$ cat config.mk
export PLATFORM = sky130hd
export DESIGN_NAME = uart_rx_bit_timer
export DESIGN_NICKNAME = d
export VERILOG_FILES = /design/src/rtl/uart_pkg.sv /design/src/rtl/uart_rx_cfg_latch.sv /design/src/rtl/uart_rx_bit_timer.sv
export SDC_FILE = /design/constraint.sdc
export NUM_CORES = 1
export LEC_CHECK = 0
export CAP_MARGIN = 10
export CORE_MARGIN = 2
export CORE_UTILIZATION = 42
export DETAILED_ROUTE_END_ITERATION = 8
export PLACE_DENSITY = 0.74
export SLEW_MARGIN = 20
export SYNTH_ARGS = -nofsm -noshare
export SYNTH_HDL_FRONTEND = slang
export SYNTH_SLANG_ARGS = --single-unit
$ cat constraint.sdc
create_clock -name clk -period 7.2 [get_ports clk]
set_input_delay 0.72 -clock clk [delete_from_list [all_inputs] [get_ports clk]]
set_output_delay 0.72 -clock clk [all_outputs]
set_load 0.02 [all_outputs]
$ cat src/rtl/uart_pkg.sv
// rtl/uart_pkg.sv - shared types and constants for the UART receive bit timer
package uart_pkg;

    typedef enum logic {
        IDLE  = 1'b0,
        COUNT = 1'b1
    } state_t;

    localparam int MIN_PRESCALE  = 4;
    localparam int DEF_PRESCALE  = 8;
    localparam int DEF_DATA_LEN  = 8;
    localparam int MIN_DATA_LEN  = 5;
    localparam int MAX_DATA_LEN  = 9;
    localparam int MAX_FRAME_LEN = 13;

endpackage

$ cat src/rtl/uart_rx_cfg_latch.sv
// rtl/uart_rx_cfg_latch.sv - clamps frame configuration and holds it for the duration of a frame
module uart_rx_cfg_latch #(
    parameter int PRESC_W = 6,
    parameter int BIT_W   = 4
) (
    input  logic               clk,
    input  logic               rst,
    input  logic               load,
    input  logic [PRESC_W-1:0] prescale,
    input  logic [3:0]         data_len,
    input  logic               par_en,
    input  logic               stop2,
    output logic [PRESC_W-1:0] in_p_m1,
    output logic [PRESC_W-1:0] in_mid,
    output logic [BIT_W-1:0]   in_l_m1,
    output logic [PRESC_W-1:0] p_m1,
    output logic [PRESC_W-1:0] mid,
    output logic [BIT_W-1:0]   l_m1
);
    import uart_pkg::*;

    logic [PRESC_W-1:0] p_clamp;
    logic [3:0]         d_clamp;

    // The in_* values are the clamped incoming config, used for decode while idle.
    always_comb begin
        p_clamp = (prescale < PRESC_W'(MIN_PRESCALE)) ? PRESC_W'(MIN_PRESCALE) : prescale;
        d_clamp = (data_len < 4'(MIN_DATA_LEN) || data_len > 4'(MAX_DATA_LEN))
                  ? 4'(DEF_DATA_LEN) : data_len;
        in_p_m1 = p_clamp - PRESC_W'(1);
        in_mid  = p_clamp >> 1;
        in_l_m1 = BIT_W'(d_clamp) + BIT_W'(par_en) + BIT_W'(stop2) + BIT_W'(1);
    end

    always_ff @(posedge clk or negedge rst) begin
        if (!rst) begin
            p_m1 <= PRESC_W'(DEF_PRESCALE - 1);
            mid  <= PRESC_W'(DEF_PRESCALE / 2);
            l_m1 <= BIT_W'(DEF_DATA_LEN + 1);
        end else if (load) begin
            p_m1 <= in_p_m1;
            mid  <= in_mid;
            l_m1 <= in_l_m1;
        end
    end

endmodule

$ cat src/rtl/uart_rx_bit_timer.sv
// rtl/uart_rx_bit_timer.sv - oversampling bit/frame timer with mid-bit sample strobes
module uart_rx_bit_timer #(
    parameter int PRESC_W = 6,
    parameter int BIT_W   = 4
) (
    input  logic               clk,
    input  logic               rst,
    input  logic               en,
    input  logic               restart,
    input  logic [PRESC_W-1:0] prescale,
    input  logic [3:0]         data_len,
    input  logic               par_en,
    input  logic               stop2,
    output logic [PRESC_W-1:0] edge_cnt,
    output logic [BIT_W-1:0]   bit_cnt,
    output logic [2:0]         samp_strb,
    output logic               bit_done,
    output logic               frame_done,
    output logic               busy
);
    import uart_pkg::*;

    state_t             state;
    logic               load;
    logic [PRESC_W-1:0] in_p_m1, in_mid, p_m1, mid;
    logic [BIT_W-1:0]   in_l_m1, l_m1;
    logic [PRESC_W-1:0] cur_p_m1, cur_mid;
    logic [BIT_W-1:0]   cur_l_m1;
    logic               last_edge, last_bit;

    assign load = (state == IDLE) && en && !restart;
    assign busy = (state == COUNT);

    uart_rx_cfg_latch #(
        .PRESC_W (PRESC_W),
        .BIT_W   (BIT_W)
    ) u_cfg (
        .clk      (clk),
        .rst      (rst),
        .load     (load),
        .prescale (prescale),
        .data_len (data_len),
        .par_en   (par_en),
        .stop2    (stop2),
        .in_p_m1  (in_p_m1),
        .in_mid   (in_mid),
        .in_l_m1  (in_l_m1),
        .p_m1     (p_m1),
        .mid      (mid),
        .l_m1     (l_m1)
    );

    // Idle is edge 0 of the next frame, so decode against the config about to be latched.
    always_comb begin
        cur_p_m1     = (state == IDLE) ? in_p_m1 : p_m1;
        cur_mid      = (state == IDLE) ? in_mid  : mid;
        cur_l_m1     = (state == IDLE) ? in_l_m1 : l_m1;
        last_edge    = (edge_cnt == cur_p_m1);
        last_bit     = (bit_cnt == cur_l_m1);
        samp_strb[0] = en && (edge_cnt == cur_mid - PRESC_W'(1));
        samp_strb[1] = en && (edge_cnt == cur_mid);
        samp_strb[2] = en && (edge_cnt == cur_mid + PRESC_W'(1));
        bit_done     = en && last_edge;
        frame_done   = bit_done && last_bit;
    end

    always_ff @(posedge clk or negedge rst) begin
        if (!rst) begin
            state    <= IDLE;
            edge_cnt <= '0;
            bit_cnt  <= '0;
        end else if (restart) begin
            state    <= IDLE;
            edge_cnt <= '0;
            bit_cnt  <= '0;
        end else if (en) begin
            if (state == IDLE) begin
                state    <= COUNT;
                edge_cnt <= PRESC_W'(1);
            end else if (last_edge) begin
                edge_cnt <= '0;
                if (last_bit) begin
                    bit_cnt <= '0;
                    state   <= IDLE;
                end else begin
                    bit_cnt <= bit_cnt + BIT_W'(1);
                end
            end else begin
                edge_cnt <= edge_cnt + PRESC_W'(1);
            end
        end
    end

endmodule

Word-level counts from Yosys, hierarchy flattened
Cells that the tools add are included.
{"block": "op_classes", "n_eq_ne": 5, "n_addsub": 8, "reduce_logical": 13, "bitwise": 1, "mux": 19, "magnitude_cmp": 3}
{"operator": "2-to-1 mux 6 bit", "count": 6}
{"operator": "2-to-1 mux 4 bit", "count": 7}
{"operator": "equality test 6 bit", "count": 3}
{"operator": "adder 4 x 1 -> 4 bit", "count": 2}
{"operator": "adder 4 x 1 -> 4 bit (second input constant)", "count": 2}
{"operator": "logical AND 1 bit", "count": 7}
{"operator": "adder 5 x 1 -> 6 bit (second input constant)", "count": 1}
{"operator": "adder 6 x 1 -> 6 bit (second input constant)", "count": 1}
{"operator": "equality test 6 x 5 -> 1 bit", "count": 1}
{"operator": "< comparator 6 x 3 -> 1 bit (second input constant)", "count": 1}
{"operator": "nonzero test 2 bit", "count": 3}
{"operator": "subtractor 5 x 1 -> 6 bit (second input constant)", "count": 1}
{"operator": "subtractor 6 x 1 -> 6 bit (second input constant)", "count": 1}
{"operator": "2-to-1 mux 1 bit", "count": 5}
{"operator": "2-to-1 mux 5 bit", "count": 1}
{"operator": "equality test 4 bit", "count": 1}
{"operator": "> comparator 4 bit (second input constant)", "count": 1}
{"operator": "< comparator 4 x 3 -> 1 bit (second input constant)", "count": 1}
{"operator": "AND reduction 3 bit", "count": 1}
{"operator": "zero test 1 bit", "count": 1}
{"operator": "logical OR 1 bit", "count": 1}
{"operator": "NOT 1 bit", "count": 1}
{"block": "word_totals", "inputBits": 16, "wordCells": 55, "output_inout_bits": 16, "register_bits": 26}

Depth between registers and ports, before layout
{"block": "depth", "depth_word": 13, "depth_mapped": 12, "depth_no_buf": 12}

By module
From an unflattened synthesis, not the netlist that was laid out.
{"block": "unflattened", "cells_unflattened": 241, "hier_area_um2": 2194.6}
{"mod": "uart_rx_bit_timer", "cells_per_inst": 157, "seq_area_each_um2": 275.3, "area_each_um2": 1317.5, "instances": 1}
{"mod": "uart_rx_cfg_latch", "cells_per_inst": 84, "seq_area_each_um2": 382.9, "area_each_um2": 877.1, "instances": 1}

Least setup slack after synthesis
No wires, ideal clock.
{"block": "synth_path", "path_type": "input-to-output", "startpoint": "input port data_len[2]", "endpoint": "output port frame_done", "stages": 11, "slack_ns": 3.470, "t_arrival_ns": 3.010, "required_ns": 6.480, "n_path_buf": 0, "path_cell_list": "nor3b_1 -> o21ai_0 -> ha_1 -> inv_1 -> ha_1 -> fa_1 -> or4_1 -> nand4_1 -> nand4_2 -> inv_2 -> and3_1"}
{"block": "synth_via", "elab_chain_cells": 9, "word_cells_on_any_way": 10, "cone_classes": "3 x add/sub; 2 x order compare; 1 x eq/ne; 2 x mux; 2 x reduce/logical"}
{"element": "start, declared", "line_no": "uart_rx_bit_timer.sv:11", "text": "input logic [3:0] data_len,"}
{"element": "< comparator 4 x 3 -> 1 bit / > comparator 4 bit (equally long branches)", "line_no": "uart_rx_cfg_latch.sv:28", "text": "d_clamp = (data_len < 4'(MIN_DATA_LEN) || data_len > 4'(MAX_DATA_LEN))"}
{"element": "logical OR 1 bit", "line_no": "uart_rx_cfg_latch.sv:28"}
{"element": "2-to-1 mux 4 bit (*)", "line_no": "uart_rx_cfg_latch.sv:29", "text": "? 4'(DEF_DATA_LEN) : data_len;"}
{"element": "adder 4 x 1 -> 4 bit (*) (3 in series)", "line_no": "uart_rx_cfg_latch.sv:32", "text": "in_l_m1 = BIT_W'(d_clamp) + BIT_W'(par_en) + BIT_W'(stop2) + BIT_W'(1);"}
{"element": "2-to-1 mux 4 bit (*)", "line_no": "uart_rx_bit_timer.sv:57", "text": "cur_l_m1 = (state == IDLE) ? in_l_m1 : l_m1;"}
{"element": "equality test 4 bit (*)", "line_no": "uart_rx_bit_timer.sv:59", "text": "last_bit = (bit_cnt == cur_l_m1);"}
{"element": "logical AND 1 bit (*)", "line_no": "uart_rx_bit_timer.sv:64", "text": "frame_done = bit_done && last_bit;"}
{"element": "end, declared", "line_no": "uart_rx_bit_timer.sv:18", "text": "output logic frame_done,"}
Every way passes the cells marked *; elsewhere a longest branch is shown, timed or not.

Worst setup path in the final report
{"block": "layout_path", "startpoint": "input port prescale[4]", "endpoint": "output port frame_done"}
{"block": "layout_via", "elab_chain_cells": 7}
{"element": "start, declared", "line_no": "uart_rx_bit_timer.sv:10", "text": "input logic [PRESC_W-1:0] prescale,"}
{"element": "< comparator 6 x 3 -> 1 bit", "line_no": "uart_rx_cfg_latch.sv:27", "text": "p_clamp = (prescale < PRESC_W'(MIN_PRESCALE)) ? PRESC_W'(MIN_PRESCALE) : prescale;"}
{"element": "2-to-1 mux 6 bit", "line_no": "uart_rx_cfg_latch.sv:27"}
{"element": "subtractor 6 x 1 -> 6 bit", "line_no": "uart_rx_cfg_latch.sv:30", "text": "in_p_m1 = p_clamp - PRESC_W'(1);"}
{"element": "named net in_p_m1[0]", "line_no": "uart_rx_bit_timer.sv:25", "text": "logic [PRESC_W-1:0] in_p_m1, in_mid, p_m1, mid;"}
{"element": "2-to-1 mux 6 bit", "line_no": "uart_rx_bit_timer.sv:55", "text": "cur_p_m1 = (state == IDLE) ? in_p_m1 : p_m1;"}
{"element": "equality test 6 bit", "line_no": "uart_rx_bit_timer.sv:58", "text": "last_edge = (edge_cnt == cur_p_m1);"}
{"element": "logical AND 1 bit", "line_no": "uart_rx_bit_timer.sv:63", "text": "bit_done = en && last_edge;"}
{"element": "logical AND 1 bit", "line_no": "uart_rx_bit_timer.sv:64"}
The timed path passes the listed nets, and every way through them passes these cells.

==> metrics.md <==
| Metric | Value |
|---|---|
| Final setup violation count | `0` |
| Post-Synthesis Cells | `about 280` |
| Hold_sp | `u_cfg.l_m1[0]` |
| Via/cell ratio | `roughly 5.5` |
| Post-synth EDFFs | `0` |
| Setup TNS | `0 ps` |
| Mux contribution to synthesized area | `about 6.8%` |
| Post-placement setup slack | `roughly 2200 ps` |
| Prevailing post-synth register cell | `dfrtp_1` |
| Std cell rows | `27` |
| Leakage Power | `between 1 and 1.5 nW` |
| Slew headroom | `between 40% and 50%` |
| Xor-xnor portion of the synthesized cell area | `8.26%` |
| Register area | `658 um2` |
| CTS Buf Count | `3` |
| Synth top area share | `roughly 21%` |
| Startpoint Class | `primary input` |
| Compound-gate portion of the synthesized area | `~18%` |
| Top cells by area, synth | `dfrtp_1 (21%), dfstp_2 (6.8%), nand2_1 (6.0%)` |
| Setup CP Type | `in -> out` |
| Power Total | `414 uW` |
| Switching Fraction | `about a third` |
| Hold depth | `2` |
| Post-CTS Resized | `0` |
| NetSw | `around 140 uW` |
| R2R setup slack | `4940 ps` |
| First-pass GRT wire length | `8630 um` |
| Syn Nets | `300` |
| Seq/Total Area, Yosys | `between 20 and 30%` |
| FF-to-FF End | `bit_cnt[3]` |
| Final Hold Viols | `0` |
| Clock Pin Slew Worst Setup and Hold Paths | `approximately 100 ps` |
| CTS tree | `built` |
| Total of max-cap violations | `0` |
| Min cycle time layout | `4960 ps` |
| RSZ-0062 raised after global routing | `false` |
| FF+latch count, synth | `26` |
| CTS Sinks | `26` |
| Final core occ | `approximately half` |
| CP Max Fanout | `10` |
| Die height | `78.5 um` |
| Final nets | `~320` |
| Period utilization | `around 69%` |
| Multi-input gate area | `1530 um2` |
| Largest family of logic cells by synthesized area | `simple AND/OR/NAND/NOR gates` |
| DIE AREA | `roughly 6200 um2` |
| Hold_ws | `466 ps` |
| Syn_area_per_cell | `around 8.5 um2` |
| Fmax | `202 MHz` |
| Core footprint | `between 5000 and 6000 um2` |
| Post-route setup slack | `approximately 2200 ps` |
| CP Data Arrival Time | `4240 ps` |
| Unique cell type count in the Yosys netlist | `a little over 60` |
| Yosys warnings | `0` |
| Post-CTS Hold Buffers | `0` |
| Fin Clk Skew | `about 3.7 ps` |
| DR iter-0 viols | `approximately 130` |
| Post-Synth Simple-Gate Area | `between 20% and 30%` |
| Post-route ant nets | `0` |
| Root buffer cell | `clkbuf_8` |
| Fill count | `approximately 520` |
| Post-CTS setup buffer count | `0` |
| Reg2reg path depth | `6` |
| Initial Utilization | `42.9%` |
| Outcome | `complete, no violations` |
| PD cells | `153 nW/um2` |
| VDD IR-drop max | `between 70 and 80 uV` |
| Input/output buffers | `31` |
| H-tree depth | `1` |
| Leading area contributor after synthesis | `dfrtp_1` |
| GRT Total Usage | `between 15 and 20%` |
| Hpwl dp | `roughly 3600 um` |
| CTS Buffer Depth | `2` |
| Gate power share | `between 30% and 40%` |
| Data required, critical path | `6480 ps` |
| DRC Markers | `0` |
| Initial antenna violation count | `0` |
| Async SR Flop Fraction | `100%` |
| Hold EP | `u_cfg.l_m1[0]` |
| P&R area growth vs syn | `15.8%` |
| Clock power share | `24.2%` |
| Synthesized-area fraction occupied by adder cells | `5.15%` |
| Sequential Power Share | `43.0%` |
| Clock latency on the worst-skew pair | `280 ps` |
| WL/cell | `between 10 and 15 um` |
| Crit. End Element | `output pin` |
| # diodes | `0` |
| Largest net degree at the start of global routing | `35` |
| Slew Limit Fails | `0` |
| Cell Area, Synth | `approximately 2300 um2` |
| Overflow after GRT | `0` |
| Vias | `1994` |
| Die Wd | `78.5 um` |
| Worst-margin pin slew | `about 740 ps` |
| Vias in the first global route | `between 1.5k and 2k` |
| Routability cong. | `just over 0.8` |
| # IOs | `32` |
| Hold Path Class | `reg -> reg` |
| Internal power | `roughly 270 uW` |
| Total wire length | `4980 um` |
| Layout cells sized above 1 | `10.7%` |
| Drt first pass iters | `4` |
| Worst R2R Start | `edge_cnt[3]` |
==> power by group through the flow <==
stage / clock network [mW] / registers, mW / logic [mW]
after floorplan: 0 / 0.178 / 0.104
after global placement: 0 / 0.180 / 0.134
after detailed placement: 0 / 0.180 / 0.136
after CTS: 0.102 / 0.178 / 0.137
after global routing: 0.108 / 0.180 / 0.154
final: 0.100 / 0.178 / 0.136
==> synthesized netlist by cell type, drive strengths merged (6+ instances only) <==
library cell,number
a21oi,9
buf,11
clkbuf,10
dfrtp,20
dfstp,6
ha,8
inv,12
mux2i,12
nand2,37
nand2b,14
nand3,9
nor2,18
nor3,8
o21ai,14
xnor2,14
xor2,8
==> placed cells by master (no fill, tap or decap), types with 3 or more instances in the layout <==
cell type	Yosys	layout
nand3b_1	4	4
a21oi_1	7	7
a31oi_1	3	3
o21ai_0	13	13
inv_1	11	11
nor2b_1	5	5
o211ai_1	4	4
nand4_1	3	3
nor3_1	6	6
ha_1	8	8
and2_1	3	3
nand2b_1	14	14
dfrtp_1	20	20
dfstp_2	6	6
clkbuf_8	0	4
nand3_1	8	8
or4_1	3	3
mux2i_1	11	10
and3_1	4	4
nand2_1	37	37
clkdlybuf4s50_1	0	31
xnor2_1	14	14
xor2_1	8	8
nor2_1	18	18
==> per-stage QoR <==
stage | cell area, um2 | std cells
6_report | 2700 | 363
4_1_cts | 2700 | 363
2_1_floorplan | 2330 | 275
5_1_grt | 2700 | 363
3_5_place_dp | 2640 | 359
3_3_place_gp | 2640 | 359
==> cell families (layout without fill, tap and decap cells) <==
group,after synthesis,in the layout
buffers and inverters,33,49
and+or+nand+nor,119,119
adders and majority gates,9,9
xor gates and xnor gates,22,22
DFF,26,26
muxes,14,14
AOI/OAI and AO/OA,52,52
==> state kept, by name, summed over array words and instances, names as in the netlist <==
| name | cells |
|---|---|
| edge_cnt | 6 |
| bit_cnt | 4 |
| busy | 1 |
| u_cfg.p_m1 | 6 |
| u_cfg.l_m1 | 4 |
| u_cfg.mid | 5 |
==> area by class of cell <==
class                      count  area share [%]
multi-input combinational    216            56.5
sequential                    26            24.4
timing repair buffer          33            12.0
tap                           72            3.34
clock buffer                   4            2.04
inverter                      12            1.67
==> how the worst max path moves through the flow <==
| stage | from | endpoint | slack [ps] | cells past startpoint |
|---|---|---|---|---|
| after floorplan | data_len[2] | frame_done | 3470 | 11 |
| after global placement | prescale[4] | frame_done | 2340 | 10 |
| after detailed placement | prescale[4] | frame_done | 2250 | 10 |
| after CTS | prescale[4] | frame_done | 2230 | 10 |
| after global routing | prescale[4] | frame_done | 2060 | 10 |
| final | prescale[4] | frame_done | 2240 | 10 |
==> layer usage <==
layer	track usage, %	share of wire (%)	vias to the layer above	wire (um)
met2	28.4	48	47	2390
met5	0	0	-	0
met3	2.76	4.0	2	197
met1	23.2	48	952	2370
li1	-	-	993	-
met4	3.86	0.46	0	23
==> critical path, cell delays in order <==
cell and delay (ps):
clkdlybuf4s50_1 660, o41ai_4 500, ha_1 290, nor3b_1 280
mux2i_1 290, mux2i_1 250, nand4_2 200, nor2_1 230
and3_1 200, clkdlybuf4s50_1 600
Power figures use the tool's default switching activity.
==> edit 1, RTL diff (same settings) <==
`PRESC_W` is set to 6 in 2 places; all go to 3.
--- a/src/rtl/uart_rx_cfg_latch.sv
+++ b/src/rtl/uart_rx_cfg_latch.sv
@@ -2,3 +2,3 @@
 module uart_rx_cfg_latch #(
-    parameter int PRESC_W = 6,
+    parameter int PRESC_W = 3,
     parameter int BIT_W   = 4
--- a/src/rtl/uart_rx_bit_timer.sv
+++ b/src/rtl/uart_rx_bit_timer.sv
@@ -2,3 +2,3 @@
 module uart_rx_bit_timer #(
-    parameter int PRESC_W = 6,
+    parameter int PRESC_W = 3,
     parameter int BIT_W   = 4
Interface: changed (resized edge_cnt and prescale); port bits go from 32 to 26. No check against the original RTL was run, so the function may have changed too.
==> edit 1 against the unedited design <==
  * Non-clock buffer count decreased by 8
  * Die area is 42% lower
  * Final cell count is 42% lower
  * Sequential power is 31% lower
  * Sequential cell count shrank 8
  * Fmax decreased by 3.5%
  * Critical endpoint unchanged
  * Final area down 41%
  * Register-to-register slack got worse by 0.59 ns
  * Worst hold slack worse by 0.0048 ns
  * Wire length shrank 44%
  * Worst setup slack got worse by 0.18 ns
  * Combinational power decreased by 50%
  * Total power is 41% lower
  * Area after synthesis down 44%
  * Highest routed layer unchanged
==> edit 1: results (changes against the unedited design) <==
[finish]
nets = 201  ; was 317
top_regs = bit_cnt x4, u_cfg.l_m1 x4  ; was edge_cnt x6, u_cfg.p_m1 x6, u_cfg.mid x5
fillCellCount = 303  ; was 517
diodes = 0  ; unchanged
drive_above_1_share_pct = 6.21  ; was 10.7%

[placed_design]
placed_cell_area_um2 = 1570  ; was 2640 µm²
port_buffers = 25  ; was 31
dp_cells = 206  ; was 359
routabilityCongestion = 0.887  ; was 0.817
dp_hpwl_mm = 2.17  ; was 3.59 mm
dp_slack_ns = 2.11  ; was 2.25 ns

[synthesis]
synthesis.instances = 154  ; was 275
yosysWarningCount = 0  ; unchanged
synth_common_cells = nand2_1 (24), dfrtp_1 (12), nor2_1 (11)  ; was nand2_1 (37), dfrtp_1 (20), nor2_1 (18)
yosys-top-cells-area = dfrtp_1 (23%), dfstp_2 (12%), ha_1 (8.7%), nand2_1 (6.9%), xnor2_1 (6.7%)  ; was dfrtp_1 (21%), dfstp_2 (6.8%), nand2_1 (6.0%), xnor2_1 (5.3%), mux2i_1 (4.7%)
synthesis.nets = 177  ; was 300
synth-seq-area-share_pct = 35.2  ; was 28.2%
synth_cell_types = 38  ; was 61

[clock_tree]
post_cts_buffers = 0  ; unchanged
cts_buffers = 3  ; unchanged
cts_max_level = 1  ; unchanged
path_clk_slew_ns = 0.10  ; about the same
cts_root_buf = clkbuf_4  ; was clkbuf_8
cts_buffer_depth = 2  ; unchanged
clock_latency_ns = 0.29

[grt]
grt_pass1_vias = 1166  ; was 1878
grt_usage_pct = 18.1  ; was 17.1%
grt_max_degree = 25  ; was 35
grt_pass1_wl_mm = 5.01  ; was 8.63 mm

[setup_path]
reg2reg_from = busy  ; was edge_cnt[3]
crit_end = frame_done  ; unchanged
cp_max_fo = 4  ; was 10
r2r_setup_slack_ns = 4.35  ; was 4.94 ns
reg2reg_depth = 6  ; unchanged
cpPeakStageDelay_ns = 0.70  ; was 0.66 ns
cp.arrival_ns = 4.41  ; was 4.24 ns
reg2reg_to = busy  ; was bit_cnt[3]
startpoint = data_len[2]  ; was prescale[4]

[outcome]
status = complete, no violations  ; unchanged

[power_and_ir_drop]
leakage_nw = 0.678  ; was 1.07 nW
peakVddDrop_uv = 72.2  ; was 70.7 µV

[drt]
drt_iter0_drc = 16  ; was 127
wl_mm = 2.77  ; was 4.98 mm
firstDrtPassIters = 3  ; was 4
vias = 1134  ; was 1994
via_per_inst = 5.40  ; was 5.49

[timing]
finClkSkew_ns = 0.0116  ; was 0.00366 ns
clock.fmax_ghz = 0.195  ; was 0.202 GHz
relSlewSlack_pct = 44.6  ; was 49.4%

==> edit 1: cell count changes after synthesis, moves of 7 or more <==
| cell | delta |
|---|---|
| dfrtp_1 | -8 |
| nor2_1 | -7 |
| nand2_1 | -13 |
| nand2b_1 | -9 |
| mux2i_1 | -7 |
==> edit 1: metal layers <==
metal	vias up	share of wire (%)	global-route usage (%)	wire, µm
li1	577	-	-	-
met1	527	45	23.1	1250
met2	24	51	30.4	1400
met3	6	3.2	1.95	89
met4	0	1.2	8.89	32
met5	-	0	0	0
==> edit 1: worst min-delay path by stage <==
stage                     slack, ns           from  cells past startpoint            end
after CTS                      0.46  u_cfg.l_m1[3]                      2  u_cfg.l_m1[3]
after global routing           0.49  u_cfg.l_m1[3]                      2  u_cfg.l_m1[3]
after detailed placement       0.44   u_cfg.mid[1]                      1   u_cfg.mid[1]
after global placement         0.44   u_cfg.mid[1]                      1   u_cfg.mid[1]
final                          0.46  u_cfg.l_m1[3]                      2  u_cfg.l_m1[3]
after floorplan                0.42            rst                      0     bit_cnt[0]
==> edit 1: logic make-up after synthesis <==
group / Yosys count / share of synthesized area, %
xor gates and xnor gates: 12 / 8.08
buffers and inverters: 16 / 4.81
and+or+nand+nor: 67 / 25.5
AOI/OAI and AO/OA: 26 / 12.3
muxes: 5 / 3.94
adders and majority gates: 10 / 10.2
DFF: 18 / 35.2
==> edit 1: power by group <==
part / switching [mW] / internal [mW]
Sequential: 0.00803 / 0.114
Clock: 0.0315 / 0.0215
Combinational: 0.0356 / 0.0322
==> edit 1: area by class of cell <==
type	count	area, µm²	share of cell area [%]
flip-flops and latches	18	458	28.7
repair buffers	25	250	15.7
multi-input cells	120	781	49.0
inverters	10	37.5	2.35
clock buffers	4	26.3	1.65
well taps	33	41.3	2.59
==> edit 2, RTL diff (config.mk and constraints unchanged) <==
Without the edit above. Register the output `bit_cnt` once more; this adds one clock of latency there. The other outputs are not delayed to match.
--- a/src/rtl/uart_rx_bit_timer.sv
+++ b/src/rtl/uart_rx_bit_timer.sv
@@ -21,2 +21,4 @@
     import uart_pkg::*;
+
+    logic [BIT_W-1:0] bit_cnt_s0;
 
@@ -58,3 +60,3 @@
         last_edge    = (edge_cnt == cur_p_m1);
-        last_bit     = (bit_cnt == cur_l_m1);
+        last_bit     = (bit_cnt_s0 == cur_l_m1);
         samp_strb[0] = en && (edge_cnt == cur_mid - PRESC_W'(1));
@@ -70,3 +72,3 @@
             edge_cnt <= '0;
-            bit_cnt  <= '0;
+            bit_cnt_s0 <= '0;
         end else if (restart) begin
@@ -74,3 +76,3 @@
             edge_cnt <= '0;
-            bit_cnt  <= '0;
+            bit_cnt_s0 <= '0;
         end else if (en) begin
@@ -82,6 +84,6 @@
                 if (last_bit) begin
-                    bit_cnt <= '0;
+                    bit_cnt_s0 <= '0;
                     state   <= IDLE;
                 end else begin
-                    bit_cnt <= bit_cnt + BIT_W'(1);
+                    bit_cnt_s0 <= bit_cnt_s0 + BIT_W'(1);
                 end
@@ -93,2 +95,6 @@
 
+    always_ff @(posedge clk) begin
+        bit_cnt <= bit_cnt_s0;
+    end
+
 endmodule
Check against the original RTL: not equivalent (Yosys sat finds a counterexample within 10 cycles, from zero or initial values and one cycle with rst low).
==> edit 2 against the unedited design <==
  * Worst setup slack lost 0.54 ns
  * Sequential cell count increased by 4
  * Area after synthesis grew 2.3%
  * Total power increased by 16%
  * Count of clock-buffer cells in the layout grew 2
  * Wire length grew 8.1%
  * Final area increased by 3.5%
  * Sequential power rose by 13%
  * Critical path type unchanged
  * Largest power group unchanged
==> edit 2: results (changes against the unedited design) <==
[timing]
hold_viol_final = 0  ; unchanged
finClkSkew_ns = 0.00832  ; was 0.00366 ns
tightestPinTransition_ns = 0.733  ; was 0.745 ns
setup_viol = 0  ; unchanged

[drt]
firstDrtPassIters = 5  ; was 4
wl_met1_mm = 2.35  ; was 2.37 mm
vias = 2061  ; was 1994
wl_mm = 5.38  ; was 4.98 mm
wl_met3_um = 258  ; was 197 µm
wl_met2_mm = 2.66  ; was 2.39 mm
drt_iter0_drc = 182  ; was 127
drc = 0  ; unchanged

[synthesis]
synth_async_sr_flop_share_pct = 86.7  ; was 100%
synthesis.nets = 303  ; was 300
yosys.area_share.xor_xnor_pct = 8.45  ; was 8.26%
yosysWarningCount = 0  ; unchanged
yosys-top-cells-area = dfrtp_1 (21%), dfstp_2 (6.6%), nand2_1 (6.6%), xnor2_1 (6.2%), ha_1 (4.2%)  ; was dfrtp_1 (21%), dfstp_2 (6.8%), nand2_1 (6.0%), xnor2_1 (5.3%), mux2i_1 (4.7%)
synthMuxAreaShare_pct = 4.46  ; was 6.76%
synth_fa_ha_area_share_pct = 5.04  ; was 5.15%
synth_cell_types = 59  ; was 61
synth_common_cells = nand2_1 (42), nor2_1 (24), dfrtp_1 (20)  ; was nand2_1 (37), dfrtp_1 (20), nor2_1 (18)
synth-seq-area-share_pct = 31.0  ; was 28.2%
synth_compound_area_share_pct = 18.2  ; was 17.8%

[clock_tree]
cts_max_level = 2  ; was 1
cts_root_buf = clkbuf_8  ; unchanged
post_cts_buffers = 0  ; unchanged
cts_resized = 0  ; unchanged
cts_buffers = 5  ; was 3
path_clk_slew_ns = 0.07  ; was 0.10 ns

[setup_path]
cp_max_fo = 9  ; was 10
r2r_setup_slack_ns = 4.47  ; was 4.94 ns
cp.arrival_ns = 4.77  ; was 4.24 ns

[grt]
grt_usage_pct = 18.8  ; was 17.1%
grt_pass1_wl_mm = 9.28  ; was 8.63 mm
grt_pass1_vias = 1895  ; was 1878
grt_max_degree = 38  ; was 35

[power_and_ir_drop]
netSwitchingFraction_pct = 32.5  ; was 33.6%
peakVddDrop_uv = 127  ; was 70.7 µV
leakage_nw = 1.11  ; was 1.07 nW

[finish]
top_regs = edge_cnt x6, u_cfg.p_m1 x6, u_cfg.mid x5  ; unchanged
drive_above_1_share_pct = 12.0  ; was 10.7%
nets = 323  ; was 317

[outcome]
status = complete, no violations  ; unchanged

[hold_path]
hold_path_class = reg2reg  ; unchanged

[placed_design]
routabilityCongestion = 0.815  ; was 0.817
dp_hpwl_mm = 3.92  ; was 3.59 mm

## edit 2: changes by cell type after synthesis, moves of 4 or more
cell      change
buf_4         -6
nand2b_1     -10
dfxtp_1       +4
nand2_1       +5
mux2i_1       -6
nor2_1        +6
## edit 2: layer usage
| metal | global-route usage [%] | vias up |
|---|---|---|
| li1 | - | 1020 |
| met5 | 0 | - |
| met2 | 31.1 | 60 |
| met4 | 6.72 | 0 |
| met1 | 24.8 | 971 |
| met3 | 2.95 | 10 |
## edit 2: worst paths after layout
path,startpoint,to,depth (start not counted)
max in group asynchronous,rst,u_cfg.l_m1[3],2
max,prescale[2],frame_done,11
min in group asynchronous,rst,bit_cnt_s0[0],2
min,u_cfg.l_m1[0],u_cfg.l_m1[0],2
min reg2reg,u_cfg.l_m1[0],u_cfg.l_m1[0],2
max reg2reg,edge_cnt[2],bit_cnt_s0[3],7
## edit 2: cell families (layout without fill, tap and decap cells)
kind of cell	after synthesis	count (layout)
fa+ha+maj	9	9
compound gates	55	55
simple gates	121	121
xor+xnor	23	23
mux	9	9
flops	30	30
buf+inv	31	52
## edit 2: power groups by stage
| stage | logic (mW) | registers [mW] | clock network (mW) |
|---|---|---|---|
| floorplan | 0.101 | 0.202 | 0 |
| global route | 0.151 | 0.203 | 0.155 |
| detailed placement | 0.135 | 0.204 | 0 |
| finish | 0.135 | 0.201 | 0.144 |
| global placement | 0.132 | 0.204 | 0 |
| CTS | 0.136 | 0.201 | 0.147 |
## edit 2: layout make-up
type	instances	area (µm²)
timing repair buffer	34	333
sequential	30	738
inverter	10	37.5
multi-input combinational	217	1500
clock buffer	6	82.6
fill	520	2710
tap	72	90.1
clock inverter	2	12.5
## edit 2: critical path: stages
cell,delay (ns)
clkdlybuf4s50_1,0.65
o41ai_4,0.52
ha_1,0.37
nor3b_2,0.30
mux2i_1,0.27
a21o_1,0.15
nand3_1,0.15
or4_1,0.73
nor2_1,0.17
and2_1,0.14
clkdlybuf4s50_1,0.59
## edit 2: metrics by stage
stage               std cells  setup WS (ns)  hold slack [ns]  instance area [µm²]
CTS                       371           1.74            0.466                 2800
global placement          363           1.92            0.449                 2700
detailed placement        363           1.80            0.449                 2700
floorplan                 278           2.91            0.406                 2380
global route              371           1.47            0.474                 2800
finish                    371           1.71            0.463                 2800
